$ cat src/rtl/star_field.sv
// star_field: scrolling collectible stars with timed respawn, scoring, escape pulses and per-pixel hit test
module star_field #(
  parameter int NUM_STARS      = 4,
  parameter int STAR_SIZE      = 16,
  parameter int SPEED          = 12,
  parameter int SPAWN_X        = 640,
  parameter int Y_RANGE        = 400,
  parameter int RESPAWN_FRAMES = 30,
  parameter int STAGGER_FRAMES = 8,
  parameter int SCORE_W        = 8
) (
  input  logic                 clk,
  input  logic                 rst,
  input  logic                 frame_tick,
  input  logic [9:0]           pix_x,
  input  logic [9:0]           pix_y,
  input  logic [NUM_STARS-1:0] kill,
  output logic                 star_on,
  output logic [2:0]           star_id,
  output logic [NUM_STARS-1:0] alive,
  output logic [SCORE_W-1:0]   score,
  output logic                 escaped,
  output logic                 busy
);
  localparam logic [0:0] IDLE = 1'b0;
  localparam logic [0:0] SWEEP = 1'b1;
  localparam logic [9:0] R = 10'(STAR_SIZE / 2 - 1);
  localparam logic [9:0] SS = 10'(STAR_SIZE);
  localparam logic [9:0] SP = 10'(SPEED);
  localparam logic [9:0] SX = 10'(SPAWN_X);
  localparam logic [9:0] YR = 10'(Y_RANGE);
  localparam logic [5:0] RF = 6'(RESPAWN_FRAMES);
  logic [0:0]           state_q, state_d;
  logic [2:0]           idx_q, idx_d;
  logic [NUM_STARS-1:0] alive_q, alive_d, kill_acc;
  logic [9:0]           x_q [NUM_STARS];
  logic [9:0]           x_d [NUM_STARS];
  logic [9:0]           y_q [NUM_STARS];
  logic [9:0]           y_d [NUM_STARS];
  logic [5:0]           rc_q [NUM_STARS];
  logic [5:0]           rc_d [NUM_STARS];
  logic [15:0]          lfsr_q, lfsr_d, lfsr_nx;
  logic [SCORE_W-1:0]   score_q, score_d;
  logic                 star_on_q, star_on_d, escaped_q, escaped_d;
  logic [2:0]           star_id_q, star_id_d;
  logic [9:0]           v, spawn_y, rx, ry, dx, dy;
  assign lfsr_nx = {lfsr_q[14:0], lfsr_q[15] ^ lfsr_q[13] ^ lfsr_q[12] ^ lfsr_q[10]};
  assign v       = {1'b0, lfsr_q[8:0]};
  assign spawn_y = v < YR ? v : v - YR;
  // sweep sequencing, per-star move/escape/respawn, and kill acceptance (kill overrides the sweep)
  always_comb begin
    state_d   = state_q;
    idx_d     = idx_q;
    alive_d   = alive_q;
    x_d       = x_q;
    y_d       = y_q;
    rc_d      = rc_q;
    lfsr_d    = lfsr_q;
    escaped_d = 1'b0;
    kill_acc  = kill & alive_q;
    score_d   = score_q;
    if (state_q == IDLE) begin
      state_d = frame_tick ? SWEEP : IDLE;
      idx_d   = '0;
    end else begin
      state_d = idx_q == 3'(NUM_STARS - 1) ? IDLE : SWEEP;
      idx_d   = idx_q == 3'(NUM_STARS - 1) ? 3'd0 : idx_q + 3'd1;
    end
    for (int i = 0; i < NUM_STARS; i++) begin
      if (state_q == SWEEP && idx_q == 3'(i) && !kill_acc[i]) begin
        if (alive_q[i]) begin
          if (x_q[i] < SP) begin
            alive_d[i] = 1'b0;
            rc_d[i]    = 6'd1;
            escaped_d  = 1'b1;
          end else x_d[i] = x_q[i] - SP;
        end else if (rc_q[i] > 6'd1) rc_d[i] = rc_q[i] - 6'd1;
        else begin
          alive_d[i] = 1'b1;
          x_d[i]     = SX;
          y_d[i]     = spawn_y;
          lfsr_d     = lfsr_nx;
        end
      end
      if (kill_acc[i]) begin
        alive_d[i] = 1'b0;
        rc_d[i]    = RF;
      end
      score_d = score_d + SCORE_W'(kill_acc[i]);
    end
  end
  // diamond hit test; scanning high to low leaves the lowest covering index
  always_comb begin
    star_on_d = 1'b0;
    star_id_d = '0;
    rx = '0;
    ry = '0;
    dx = '0;
    dy = '0;
    for (int i = NUM_STARS - 1; i >= 0; i--) begin
      rx = pix_x - x_q[i];
      ry = pix_y - y_q[i];
      dx = rx >= R ? rx - R : R - rx;
      dy = ry >= R ? ry - R : R - ry;
      if (alive_q[i] && rx < SS && ry < SS && ({1'b0, dx} + {1'b0, dy}) <= {1'b0, R}) begin
        star_on_d = 1'b1;
        star_id_d = 3'(i);
      end
    end
  end
  // state registers with staggered initial respawn counters
  always_ff @(posedge clk) begin
    if (rst) begin
      state_q   <= IDLE;
      idx_q     <= '0;
      alive_q   <= '0;
      lfsr_q    <= 16'hACE1;
      score_q   <= '0;
      star_on_q <= 1'b0;
      star_id_q <= '0;
      escaped_q <= 1'b0;
      for (int i = 0; i < NUM_STARS; i++) begin
        x_q[i]  <= SX;
        y_q[i]  <= '0;
        rc_q[i] <= 6'(1 + i * STAGGER_FRAMES);
      end
    end else begin
      state_q   <= state_d;
      idx_q     <= idx_d;
      alive_q   <= alive_d;
      lfsr_q    <= lfsr_d;
      score_q   <= score_d;
      star_on_q <= star_on_d;
      star_id_q <= star_id_d;
      escaped_q <= escaped_d;
      x_q       <= x_d;
      y_q       <= y_d;
      rc_q      <= rc_d;
    end
  end
  assign star_on = star_on_q;
  assign star_id = star_id_q;
  assign alive   = alive_q;
  assign score   = score_q;
  assign escaped = escaped_q;
  assign busy    = state_q == SWEEP;
endmodule

$ cat config.mk
export PLATFORM = sky130hd
export DESIGN_NAME = star_field
export DESIGN_NICKNAME = d
export VERILOG_FILES = /design/src/rtl/star_field.sv
export SDC_FILE = /design/constraint.sdc
export NUM_CORES = 1
export LEC_CHECK = 0
export BUFFER_PORTS_ARGS = -buffer_cell sky130_fd_sc_hd__buf_2
export CORE_UTILIZATION = 65
export DETAILED_ROUTE_END_ITERATION = 8
export PLACE_DENSITY_LB_ADDON = 0.3
export SLEW_MARGIN = 10
export SYNTH_ARGS = -nofsm -noshare
export SYNTH_HDL_FRONTEND = slang
export SYNTH_SLANG_ARGS = --single-unit
$ cat constraint.sdc
create_clock -name clk -period 12.85 [get_ports clk]
set_input_delay 1.285 -clock clk [delete_from_list [all_inputs] [get_ports clk]]
set_output_delay 1.285 -clock clk [all_outputs]
set_load 0.01 [all_outputs]
# --- After elaboration in Yosys (flattened, before gate mapping) ---
# Cells that the tools add are included.
op_classes:
  n_reduce_logical: 61
  bitwise: 13
  addsub: 42
  n_lt_le_gt_ge: 29
  n_mux: 87
  n_eq_ne: 19
ops:
  columns: ["operator", "count"]
  rows:
  - ["10-bit 2-to-1 mux", 21]
  - ["16-bit 2-to-1 mux", 12]
  - ["10-bit by 3-bit greater-or-equal comparator with 1-bit output, second input constant", 8]
  - ["10-bit by 5-bit < comparator with 1-bit output, second input constant", 8]
  - ["10-bit subtractor", 8]
  - ["10-bit by 3-bit subtractor with 10-bit output, second input constant", 8]
  - ["3-bit by 10-bit subtractor with 10-bit output, first input constant", 8]
  - ["6-bit 2-to-1 mux", 12]
  - ["3-bit AND reduction", 16]
  - ["10-bit by 10-bit adder with 11-bit output", 4]
  - ["11-bit by 3-bit less-or-equal comparator with 1-bit output, second input constant", 4]
  - ["10-bit by 4-bit < comparator with 1-bit output, second input constant", 4]
  - ["10-bit by 4-bit subtractor with 10-bit output, second input constant", 4]
  - ["8-bit by 1-bit adder with 8-bit output", 4]
  - ["1-bit 2-to-1 mux", 32]
  - ["6-bit by 1-bit greater-than comparator with 1-bit output, second input constant", 4]
  - ["6-bit by 1-bit subtractor with 6-bit output, second input constant", 4]
  - ["1-bit logical AND", 20]
  - ["5-bit 2-to-1 mux", 4]
  - ["2-bit inequality test, second input constant", 8]
  - ["2-bit nonzero test", 8]
  - ["3-bit by 1-bit inequality test with 1-bit output, second input constant", 4]
  - ["3-bit nonzero test", 4]
  - ["2-bit OR reduction", 5]
  - ["16 further kinds", 37]
totals:
  out_inout_bits: 18
  wordCells: 280
  reg_bits: 141

# --- Longest topological paths before layout ---
# Gate-level depths: netlist (run 1).
depth:
  word_depth: 15
  ltp_mapped: 22
  mapped_depth_nobuf: 22

# --- Worst setup path after synthesis (run 1) ---
# No wires, ideal clock.
synth_path:
  path_kind: "input to register"
  startpoint: "input port pix_y[0]"
  endpoint: "register star_id_q[1] (netlist: star_id[1])"
  setup_ns: 0.080
  n_path_buf: 0
  required_time_ns: 12.770
  cell_stages: 21
  t_arrival_ns: 5.874
  setup_slack_ns: 6.896
  cell_sequence: "inv_1 > ha_1 > inv_1 > fa_1 > a21oi_1 > o21ai_0 > a2111oi_1 > nor3_1 > nor4b_1 > and3b_1 > a21oi_1 > xnor2_1 > ha_1 > nor2b_1 > o31a_1 > o41a_1 > or3_1 > a221oi_1 > nor4b_1 > a2bb2oi_1 > nor3b_1"
synth_via:
  elab_chain_cells: 8
  word_cells_on_any_way: 43
synth_lines:
  columns: ["element", "line", "source"]
  rows:
  - ["start, declared", "16", "input logic [9:0] pix_y,"]
  - ["10-bit subtractor", "102", "ry = pix_y - y_q[i];"]
  - ["3-bit by 10-bit subtractor with 10-bit output (tied with other cells)", "104", "dy = ry >= R ? ry - R : R - ry;"]
  - ["10-bit 2-to-1 mux", "104", null]
  - ["10-bit by 10-bit adder with 11-bit output", "105", "if (alive_q[i] && rx < SS && ry < SS && ({1'b0, dx} + {1'b0, dy}) <= {1'b0, R}) begin"]
  - ["11-bit by 3-bit less-or-equal comparator with 1-bit output", "105", null]
  - ["1-bit logical AND", "105", null]
  - ["2-bit 2-to-1 mux (2 in series)", "105", null]
  - ["end signal, assigned", "134", "star_id_q <= star_id_d;"]
  - ["end, declared", "45", "logic [2:0] star_id_q, star_id_d;"]
# Several ways; a longest one is shown, not always the timed one.
# A chain may end at the register's enable or synchronous reset.

# --- Final worst setup path (run 1) ---
# Ends and elaborated chain as after synthesis.

==> results of run 1 <==
sequential cells by signal, summed over array words and instances, names as in the netlist:
register and count:
y_q 40, x_q 32, rc_q 24, lfsr_q 16, score 8, alive 4, idx_q 3, star_id 2
busy 1, escaped 1, star_on 1
Yosys cell counts (all sizes together), types with 5 or more instances:
| cell type | count |
|---|---|
| a22oi | 8 |
| mux2i | 47 |
| or3 | 19 |
| nor3b | 8 |
| o31a | 7 |
| nor2b | 29 |
| dfxtp | 132 |
| nand3 | 63 |
| nor4b | 7 |
| nor4 | 25 |
| o211ai | 20 |
| o31ai | 8 |
| a2111oi | 8 |
| nand3b | 6 |
| a21o | 35 |
| o2111ai | 9 |
| and3 | 19 |
| a31o | 5 |
| fa | 11 |
| a31oi | 11 |
| a211oi | 32 |
| xor2 | 34 |
| nor2 | 178 |
| o221ai | 7 |
| nand4 | 17 |
| clkbuf | 32 |
| nand4b | 5 |
| o21ai | 85 |
| o21a | 30 |
| xnor2 | 82 |
| nand2 | 136 |
| a211o | 8 |
| nand2b | 17 |
| nor3 | 48 |
| a21oi | 124 |
| o21bai | 7 |
| and2 | 21 |
| inv | 151 |
| ha | 139 |
| or2 | 11 |
| buf | 10 |
| or4 | 6 |
final cells by class:
| cell class | count | share of cell area |
|---|---|---|
| inverters | 151 | 0.0406 |
| repair buffers | 46 | 0.0170 |
| multi-input cells | 1398 | 0.689 |
| clock buffers | 20 | 0.0320 |
| flip-flops and latches | 132 | 0.189 |
| well taps | 265 | 0.0237 |
| clock inverters | 12 | 0.00860 |
critical path, cell delays in order:
cell and delay, ns:
buf_2 0.09, inv_1 0.15, ha_1 0.21, inv_1 0.06, fa_1 0.40, a21oi_1 0.19
o21ai_0 0.14, a2111oi_1 0.48, nor3_1 0.12, nor4b_1 0.57, nand4b_1 0.43, nand2_1 0.25
xnor2_1 0.14, ha_1 0.28, o21a_1 0.18, o31a_1 0.15, o41a_1 0.33, or3_1 0.31
a221oi_1 0.26, nor4b_1 0.46, a2bb2oi_1 0.16, nor3b_1 0.20
through the flow:
step | worst slack, ns | total power [mW] | utilization | std cells
finish | 6.35 | 1.70 | 0.715 | 2024
global route | 5.84 | 1.81 | 0.715 | 2024
CTS | 6.46 | 1.69 | 0.715 | 2024
detailed placement | 6.03 | 1.22 | 0.686 | 1992
global placement | 6.24 | 1.20 | 0.686 | 1992
floorplan | 6.90 | 1.06 | - | 1723
layer usage:
| layer | up-vias | share of wire |
|---|---|---|
| met3 | 81 | 0.079 |
| met5 | - | 0 |
| met1 | 5891 | 0.43 |
| li1 | 6255 | - |
| met2 | 426 | 0.46 |
| met4 | 0 | 0.033 |
cell families (layout without fill, tap and decap cells):
family | after synthesis | after routing | share of synthesized area
buffers and inverters | 193 | 229 | 0.0571
other | 2 | 3 | 0.000578
AO/OA/AOI/OAI | 456 | 456 | 0.234
XOR/XNOR | 116 | 116 | 0.0782
flip-flops | 132 | 132 | 0.203
adder cells (fa/ha/maj) | 150 | 150 | 0.151
multiplexers | 51 | 51 | 0.0397
AND/OR/NAND/NOR | 622 | 622 | 0.236
how the worst min path moves through the flow:
stage                         startpoint                     to  slack (ns)  depth (start not counted)
CTS                 y_q[30]$_SDFFE_PP0P_   y_q[30]$_SDFFE_PP0P_        0.46                          2
global placement     y_q[1]$_SDFFE_PP0P_    y_q[1]$_SDFFE_PP0P_        0.44                          2
detailed placement  y_q[30]$_SDFFE_PP0P_   y_q[30]$_SDFFE_PP0P_        0.45                          2
global route        lfsr_q[9]$_SDFF_PP0_  lfsr_q[10]$_SDFF_PP1_        0.50                          2
finish              y_q[30]$_SDFFE_PP0P_   y_q[30]$_SDFFE_PP0P_        0.47                          2
floorplan            idx_q[0]$_SDFF_PP0_    idx_q[0]$_SDFF_PP0_        0.43                          1
report_power, final:
part	switching (mW)	leakage (nW)	internal, mW	total, mW
Sequential	0.0215	1.07	0.430	0.451
Clock	0.198	0.272	0.275	0.473
Combinational	0.461	4.37	0.315	0.777
Total	0.681	5.71	1.02	1.70
==> results.yml, run 1 <==
worst_setup_path:
  reg2reg_to: "star_id[1]$_SDFF_PP0_"
  worstPathRequired_ns: 13.20
  rr_worst_depth: 20
  worstSetupEndpoint: "star_id[1]$_SDFF_PP0_"
  endpoint_kind: "register"
  cp_data_arrival_time_ns: 6.84
  worstSetupStartpoint: "pix_y[0]"
  reg2reg_from: "y_q[0]$_SDFFE_PP0P_"
  path_class: "in2reg"
  crit_path_start_kind: "primary input"
  ff2ff_setup_slack_ns: 7.16
  cp_max_fo: 9
logic_synthesis:
  ys_types: 84
  ys_ff_latch: 132
  yosysSeqAreaShare: 0.203
  synth_edf_count: 0
  ys_top_cells_by_area: "dfxtp_1 (20%), ha_1 (13%), xnor2_1 (5.5%), nor2_1 (5.1%), a21oi_1 (4.8%)"
  avgSynthCellArea_um2: 7.55
  yosys_warnings: 0
  syn_inst: 1722
  yosys.area.top_type: "dfxtp_1"
  yosysTopAreaCellShare: 0.203
  synth-main-ff-cell: "dfxtp_1"
  ys_async_sr_fraction: 0
  syn_area_um2: 13000
global_route:
  grt_overflow: 0
  grt_usage: 0.338
  grt_pass1_vias: 11700
  grt_use_met2: 0.571
  grt_max_degree: 86
  busiest_layer: "met2"
  antenna_found_initial: 0
  met3_usage: 0.0733
  grt_use_met1: 0.412
  grt_pass1_wl_mm: 55.4
floorplan:
  ios: 45
  die_area_um2: 20600
  die_y_um: 143
  core_um2: 19500
  die_w_um: 143
  initial_core_util: 0.666
  rows: 51
route:
  dr.pass1.iters: 6
  ant_nets: 0
  num_vias: 12700
  drc_errors: 0
  post_drt_via_cell_ratio: 6.25
  wl_per_cell_um: 16.7
  first_iter_violations: 967
  drt_wl_total_mm: 33.9
clock_network:
  cts.sinks: 132
  cts_resized: 0
  path_clk_slew_ns: 0.06
  cts_tree: "done"
  clock_path_buffers: 2
  cts_max_level: 4
  post_cts_buffers: 0
  cts_root_buffer: "clkbuf_16"
  worstSkewPairLatency_ns: 0.43
  holdBufCountCts: 0
  cts_made_buffers: 17
finish:
  layout_common_cells: "nor2_1 (178), inv_1 (151), ha_1 (139)"
  nets: 1923
  diodes: 0
  drive_above_1_share: 0.0597
  layout.area.seq_um2: 2640
  fill_cells: 1631
  final_common_cell: "nor2_1"
  stdcell_area_um2: 14000
  syn2layout_area_growth_pct: 7.47
  multiInputGateArea_um2: 9620
timing:
  maxSlewViolCount: 0
  holdWs_ns: 0.468
  tightest_slew_ns: 1.16
  final_hold_viol_count: 0
  fin_skew_ns: 0.0143
  tns_ns: 0
  clock.fmax_mhz: 154
  period_share: 0.505
  post-route-min-period_ns: 6.50
  rsz0062_at_grt: "no"
  setup_viol: 0
  relSlewSlack: 0.229
min_path:
  hold_class: "reg2reg"
place:
  place_congestion: 0.964
  place_area_um2: 13400
  dpl.hpwl_mm: 25.9
  numPortBuffers: 43
status:
  outcome: "completed"
pwr:
  vdd_drop_max_mv: 0.113
  p_leak_nw: 5.71
  p_per_area_nw_per_um2: 122
flow_run:
  cap_violations: 0
Note: power is estimated with default switching activity, not from simulation.
==> run 2, diff against run 1 <==
--- a/config.mk
+++ b/config.mk
@@ -6,7 +6,7 @@
 export NUM_CORES = 1
 export LEC_CHECK = 0
 export BUFFER_PORTS_ARGS = -buffer_cell sky130_fd_sc_hd__buf_2
-export CORE_UTILIZATION = 65
+export CORE_UTILIZATION = 58
 export DETAILED_ROUTE_END_ITERATION = 8
 export PLACE_DENSITY_LB_ADDON = 0.3
 export SLEW_MARGIN = 10
==> constraint.sdc (replaced) <==
create_clock -name clk -period 5.7 [get_ports clk]
set_input_delay 0.57 -clock clk [delete_from_list [all_inputs] [get_ports clk]]
set_output_delay 0.57 -clock clk [all_outputs]
set_load 0.01 [all_outputs]
==> run 2 against run 1 <==
Compared with the run above: final area rose by 2.0%; clock skew rose by 0.019 ns; utilization fell by 6.4 points; critical endpoint unchanged.
==> results.yml, run 2 (synthesis results as in run 1) <==
status:
  outcome: "completed"
min_path:
  hold_start: "frame_tick"
  min_to: "busy$_SDFF_PP0_"
  hold_path_depth: 3
  hold_class: "in2reg"
floorplan:
  initial_core_util: 0.594
  core_um2: 21900
  die_area_um2: 23000
  rows: 54
  die_w_um: 152
  die_y_um: 152
  ios: 45
timing:
  relSlewSlack: 0.230
  holdWs_ns: 0.387
  maxSlewViolCount: 0
  tightest_slew_ns: 1.14
  worst_slack_ns: 0.367
  clock.fmax_mhz: 188
  setup_viol: 0
  fin_skew_ns: 0.0335
  final_hold_viol_count: 0
  rsz0062_at_grt: "no"
  tns_ns: 0
  post-route-min-period_ns: 5.33
  period_share: 0.936
finish:
  nets: 1950
  multiInputGateArea_um2: 9650
  top_regs: "y_q x40, x_q x32, rc_q x24"
  largest_reg_flops: 40
  layout.area.seq_um2: 2640
  fill_cells: 1897
  drive_above_1_share: 0.0767
  layout_common_cells: "nor2_1 (178), inv_1 (151), ha_1 (139)"
  diodes: 0
  syn2layout_area_growth_pct: 9.65
  top_register: "y_q"
  final_common_cell: "nor2_1"
clock_network:
  cts_root_buffer: "clkbuf_16"
  clock_path_buffers: 2
  worstSkewPairLatency_ns: 0.45
  path_clk_slew_ns: 0.06
  cts_made_buffers: 17
  cts_tree: "done"
  cts.sinks: 132
  holdBufCountCts: 0
  cts_max_level: 4
  post_cts_buffers: 0
route:
  drc_errors: 0
  first_iter_violations: 980
  drt_wl_total_mm: 35.2
  num_vias: 12800
  wl_per_cell_um: 17.0
  post_drt_via_cell_ratio: 6.19
  ant_nets: 0
  dr.pass1.iters: 5
place:
  dpl.hpwl_mm: 27.0
  numPortBuffers: 43
  place_congestion: 0.961
  dp_slack_ns: 0.0284
worst_setup_path:
  endpoint_kind: "register"
  cp_max_fo: 4
  reg2reg_to: "star_id[1]$_SDFF_PP0_"
  worstPathRequired_ns: 6.04
  crit_path_start_kind: "register"
  path_class: "reg2reg"
  cp_data_arrival_time_ns: 5.67
  rr_worst_depth: 19
  ff2ff_setup_slack_ns: 0.37
  reg2reg_from: "x_q[12]$_SDFFE_PP0P_"
pwr:
  p_per_area_nw_per_um2: 278
  vdd_drop_max_mv: 0.219
  power_mw: 3.97
  p_leak_nw: 5.87
global_route:
  grt_max_degree: 86
  grt_pass1_wl_mm: 56.1
  grt_usage: 0.308
  grt_pass1_vias: 11700
  grt_overflow: 0
  antenna_found_initial: 0
flow_run:
  cap_violations: 0
-- run 2: worst max-delay path, cell delays in order, from the launching register on --
cell,delay [ns]
dfxtp_1,0.44
inv_1,0.08
ha_1,0.33
nor2b_2,0.18
o31a_1,0.28
o311a_1,0.36
or3_1,0.35
and2_1,0.21
o41ai_2,0.42
mux2i_1,0.15
xor2_1,0.18
ha_1,0.26
nor3_1,0.22
nand3_1,0.11
a22o_1,0.24
nor4_1,0.29
o2111ai_1,0.15
or4_1,0.59
a2bb2oi_1,0.20
nor3b_1,0.21
-- run 2: how the worst max path moves through the flow --
| stage | endpoint | startpoint | slack (ns) | cells after the start |
|---|---|---|---|---|
| 6_report | star_id[1]$_SDFF_PP0_ | x_q[12]$_SDFFE_PP0P_ | 0.37 | 19 |
| 5_1_grt | star_id[1]$_SDFF_PP0_ | x_q[12]$_SDFFE_PP0P_ | 0.02 | 19 |
| 4_1_cts | star_id[1]$_SDFF_PP0_ | x_q[2]$_SDFFE_PP0P_ | 0.34 | 20 |
| 3_5_place_dp | star_id[1]$_SDFF_PP0_ | pix_y[0] | 0.03 | 24 |
| 3_3_place_gp | star_id[1]$_SDFF_PP0_ | pix_y[0] | 0.13 | 24 |
| 2_1_floorplan | star_id[1]$_SDFF_PP0_ | pix_y[0] | 0.46 | 21 |
-- run 2: area by class of cell --
class | count | share of cell area
clock buffer | 18 | 0.0301
clock inverter | 14 | 0.0124
inverter | 151 | 0.0398
multi-input combinational | 1398 | 0.677
sequential | 132 | 0.185
tap | 280 | 0.0246
timing repair buffer | 73 | 0.0309
-- run 2: repair_timing --
action | in CTS | in global routing
endpoints found under the hold margin | 0 | 0
setup endpoints to repair | 0 | 1
gates resized for setup | 0 | 4
-- run 2: stage by stage --
step	instance area [µm²]	util	std cells
floorplan	13000	-	1723
global placement	13600	0.622	2034
detailed placement	13600	0.622	2034
CTS	14200	0.650	2066
global route	14300	0.651	2066
finish	14300	0.651	2066
-- run 2: metal layers --
layer	part of all wire	vias up	wire length, µm	track usage
li1	-	6295	-	-
met1	0.43	5933	15100	0.377
met2	0.46	452	16200	0.523
met3	0.068	100	2390	0.0542
met4	0.042	0	1480	0.145
met5	0	-	0	0
-- run 2: power breakdown --
group	switching (mW)	total, mW	internal, mW
combinational	1.06	1.80	0.737
clock	0.457	1.15	0.694
sequential	0.0496	1.02	0.969
total	1.57	3.97	2.40
==> run 3, diff against run 2 <==
--- a/config.mk
+++ b/config.mk
@@ -6,7 +6,8 @@
 export NUM_CORES = 1
 export LEC_CHECK = 0
 export BUFFER_PORTS_ARGS = -buffer_cell sky130_fd_sc_hd__buf_2
-export CORE_UTILIZATION = 58
+export CORE_UTILIZATION = 45
+export CTS_CLUSTER_DIAMETER = 200
 export DETAILED_ROUTE_END_ITERATION = 8
 export PLACE_DENSITY_LB_ADDON = 0.3
 export SLEW_MARGIN = 10
==> constraint.sdc (replaced) <==
create_clock -name clk -period 6.75 [get_ports clk]
set_input_delay 0.675 -clock clk [delete_from_list [all_inputs] [get_ports clk]]
set_output_delay 0.675 -clock clk [all_outputs]
set_load 0.01 [all_outputs]
==> run 3 against run 2 <==
Compared with the run above: total power down 15%; critical endpoint unchanged; worst setup slack gained 0.51 ns; clock power down 10%; largest power group unchanged; non-clock buffer count down 22.
==> results.yml, run 3 (synthesis results as in run 1) <==
global_route:
  grt_usage: 0.243
  grt_pass1_wl_mm: 57.0
  grt_pass1_vias: 11600
  antenna_found_initial: 0
  grt_max_degree: 75
  grt_overflow: 0
worst_setup_path:
  cp_data_arrival_time_ns: 6.23
  cp_max_fo: 9
  crit_path_start_kind: "primary input"
  slowest_stage: "nor4b_1"
  path_class: "in2reg"
  endpoint_kind: "register"
  path_cells: "buf_2, inv_1, ha_1, inv_1, fa_1, a21oi_1, o21ai_0, a2111oi_1, nor3_1, nor4b_1, nand4b_1, nand2_1, xnor2_1, ha_1, o21a_1, o31a_1, o41a_1, or3_1, a221oi_1, nor4b_1, a2bb2oi_1, nor3b_1"
  worstPathRequired_ns: 7.10
  rr_worst_depth: 20
  slowest_delay_ns: 0.59
timing:
  tns_ns: 0
  clock.fmax_mhz: 170
  post-route-min-period_ns: 5.88
  rsz0062_at_grt: "no"
  tightest_slew_ns: 0.896
  period_share: 0.871
  fin_skew_ns: 0.0137
  maxSlewViolCount: 0
  setup_viol: 0
  relSlewSlack: 0.397
  final_hold_viol_count: 0
clock_network:
  cts_max_level: 4
  post_cts_buffers: 0
  cts_tree: "done"
  cts_made_buffers: 17
  path_clk_slew_ns: 0.07
  worstSkewPairLatency_ns: 0.43
  holdBufCountCts: 0
  cts_root_buffer: "clkbuf_16"
  cts.sinks: 132
  cts_resized: 0
  clock_path_buffers: 2
route:
  num_vias: 12400
  ant_nets: 0
  post_drt_via_cell_ratio: 5.80
  dr.pass1.iters: 5
  drt_wl_total_mm: 35.3
  wl_per_cell_um: 16.5
  drc_errors: 0
  first_iter_violations: 1005
min_path:
  hold_class: "reg2reg"
  hold_path_depth: 2
place:
  numPlacedInstances: 2110
  place_area_um2: 13600
  dpl.hpwl_mm: 27.5
  place_congestion: 0.922
  numPortBuffers: 43
floorplan:
  die_y_um: 172
  rows: 61
  core_um2: 28100
  initial_core_util: 0.463
  ios: 45
  die_area_um2: 29600
  die_w_um: 172
finish:
  syn2layout_area_growth_pct: 9.43
  fill_cells: 2805
  final_cells: 2141
  top_register: "y_q"
  largest_reg_flops: 40
  nets: 1928
  stdcell_area_um2: 14200
  top_regs: "y_q x40, x_q x32, rc_q x24"
  drive_above_1_share: 0.0635
  diodes: 0
  layout_common_cells: "nor2_1 (178), inv_1 (151), ha_1 (139)"
  final_common_cell: "nor2_1"
pwr:
  power_mw: 3.37
  vdd_drop_max_mv: 0.151
  p_per_area_nw_per_um2: 237
  p_leak_nw: 5.76
flow_run:
  cap_violations: 0
status:
  outcome: "completed"
==> run 3: cell types whose count changed in the layout (fill, tap and decap cells not counted), sizes merged <==
cell      delta
clkinv       -3
buf         -22
bufinv       +1
clkinvlp     +1
==> run 3: area by class of cell <==
| class | instances | area (µm²) | area share |
|---|---|---|---|
| Multi-Input combinational cell | 1398 | 9630 | 0.677 |
| Sequential cell | 132 | 2640 | 0.186 |
| Inverter | 151 | 567 | 0.0398 |
| Tap cell | 378 | 473 | 0.0332 |
| Clock buffer | 18 | 439 | 0.0309 |
| Timing Repair Buffer | 51 | 275 | 0.0194 |
| Clock inverter | 13 | 199 | 0.0140 |
==> run 3: worst paths after layout <==
path	from	to	slack, ns
max	pix_y[0]	star_id[1]$_SDFF_PP0_	0.87
min	y_q[8]$_SDFFE_PP0P_	y_q[8]$_SDFFE_PP0P_	0.46
max reg2reg	y_q[0]$_SDFFE_PP0P_	star_id[1]$_SDFF_PP0_	1.07
min reg2reg	y_q[8]$_SDFFE_PP0P_	y_q[8]$_SDFFE_PP0P_	0.46
==> run 3: metal layers <==
layer	vias up	routed length [µm]	track usage
met2	276	16400	0.409
met3	70	1570	0.0426
li1	6259	-	-
met5	-	0	0
met1	5822	16000	0.304
met4	0	1310	0.105
==> run 3: worst max-delay path, delay by kind of cell <==
family	cells	cell delay (ns)
adder cells (fa/ha/maj)	3	0.88
AND/OR/NAND/NOR	7	2.32
XOR/XNOR	1	0.14
buffers and inverters	3	0.30
AO/OA/AOI/OAI	8	1.90
==> run 3: power breakdown <==
part | leakage, nW | switching (mW) | internal (mW)
combinational | 4.39 | 0.886 | 0.605
clock | 0.306 | 0.392 | 0.634
sequential | 1.07 | 0.0393 | 0.818
total | 5.76 | 1.32 | 2.06
==> run 3: stage by stage <==
| stage | hold slack (ns) | util | setup slack (ns) |
|---|---|---|---|
| floorplan | 0.433 | - | 1.41 |
| global placement | 0.444 | 0.484 | 0.700 |
| detailed placement | 0.449 | 0.484 | 0.497 |
| CTS | 0.458 | 0.506 | 0.932 |
| global route | 0.473 | 0.506 | 0.255 |
| finish | 0.455 | 0.506 | 0.874 |
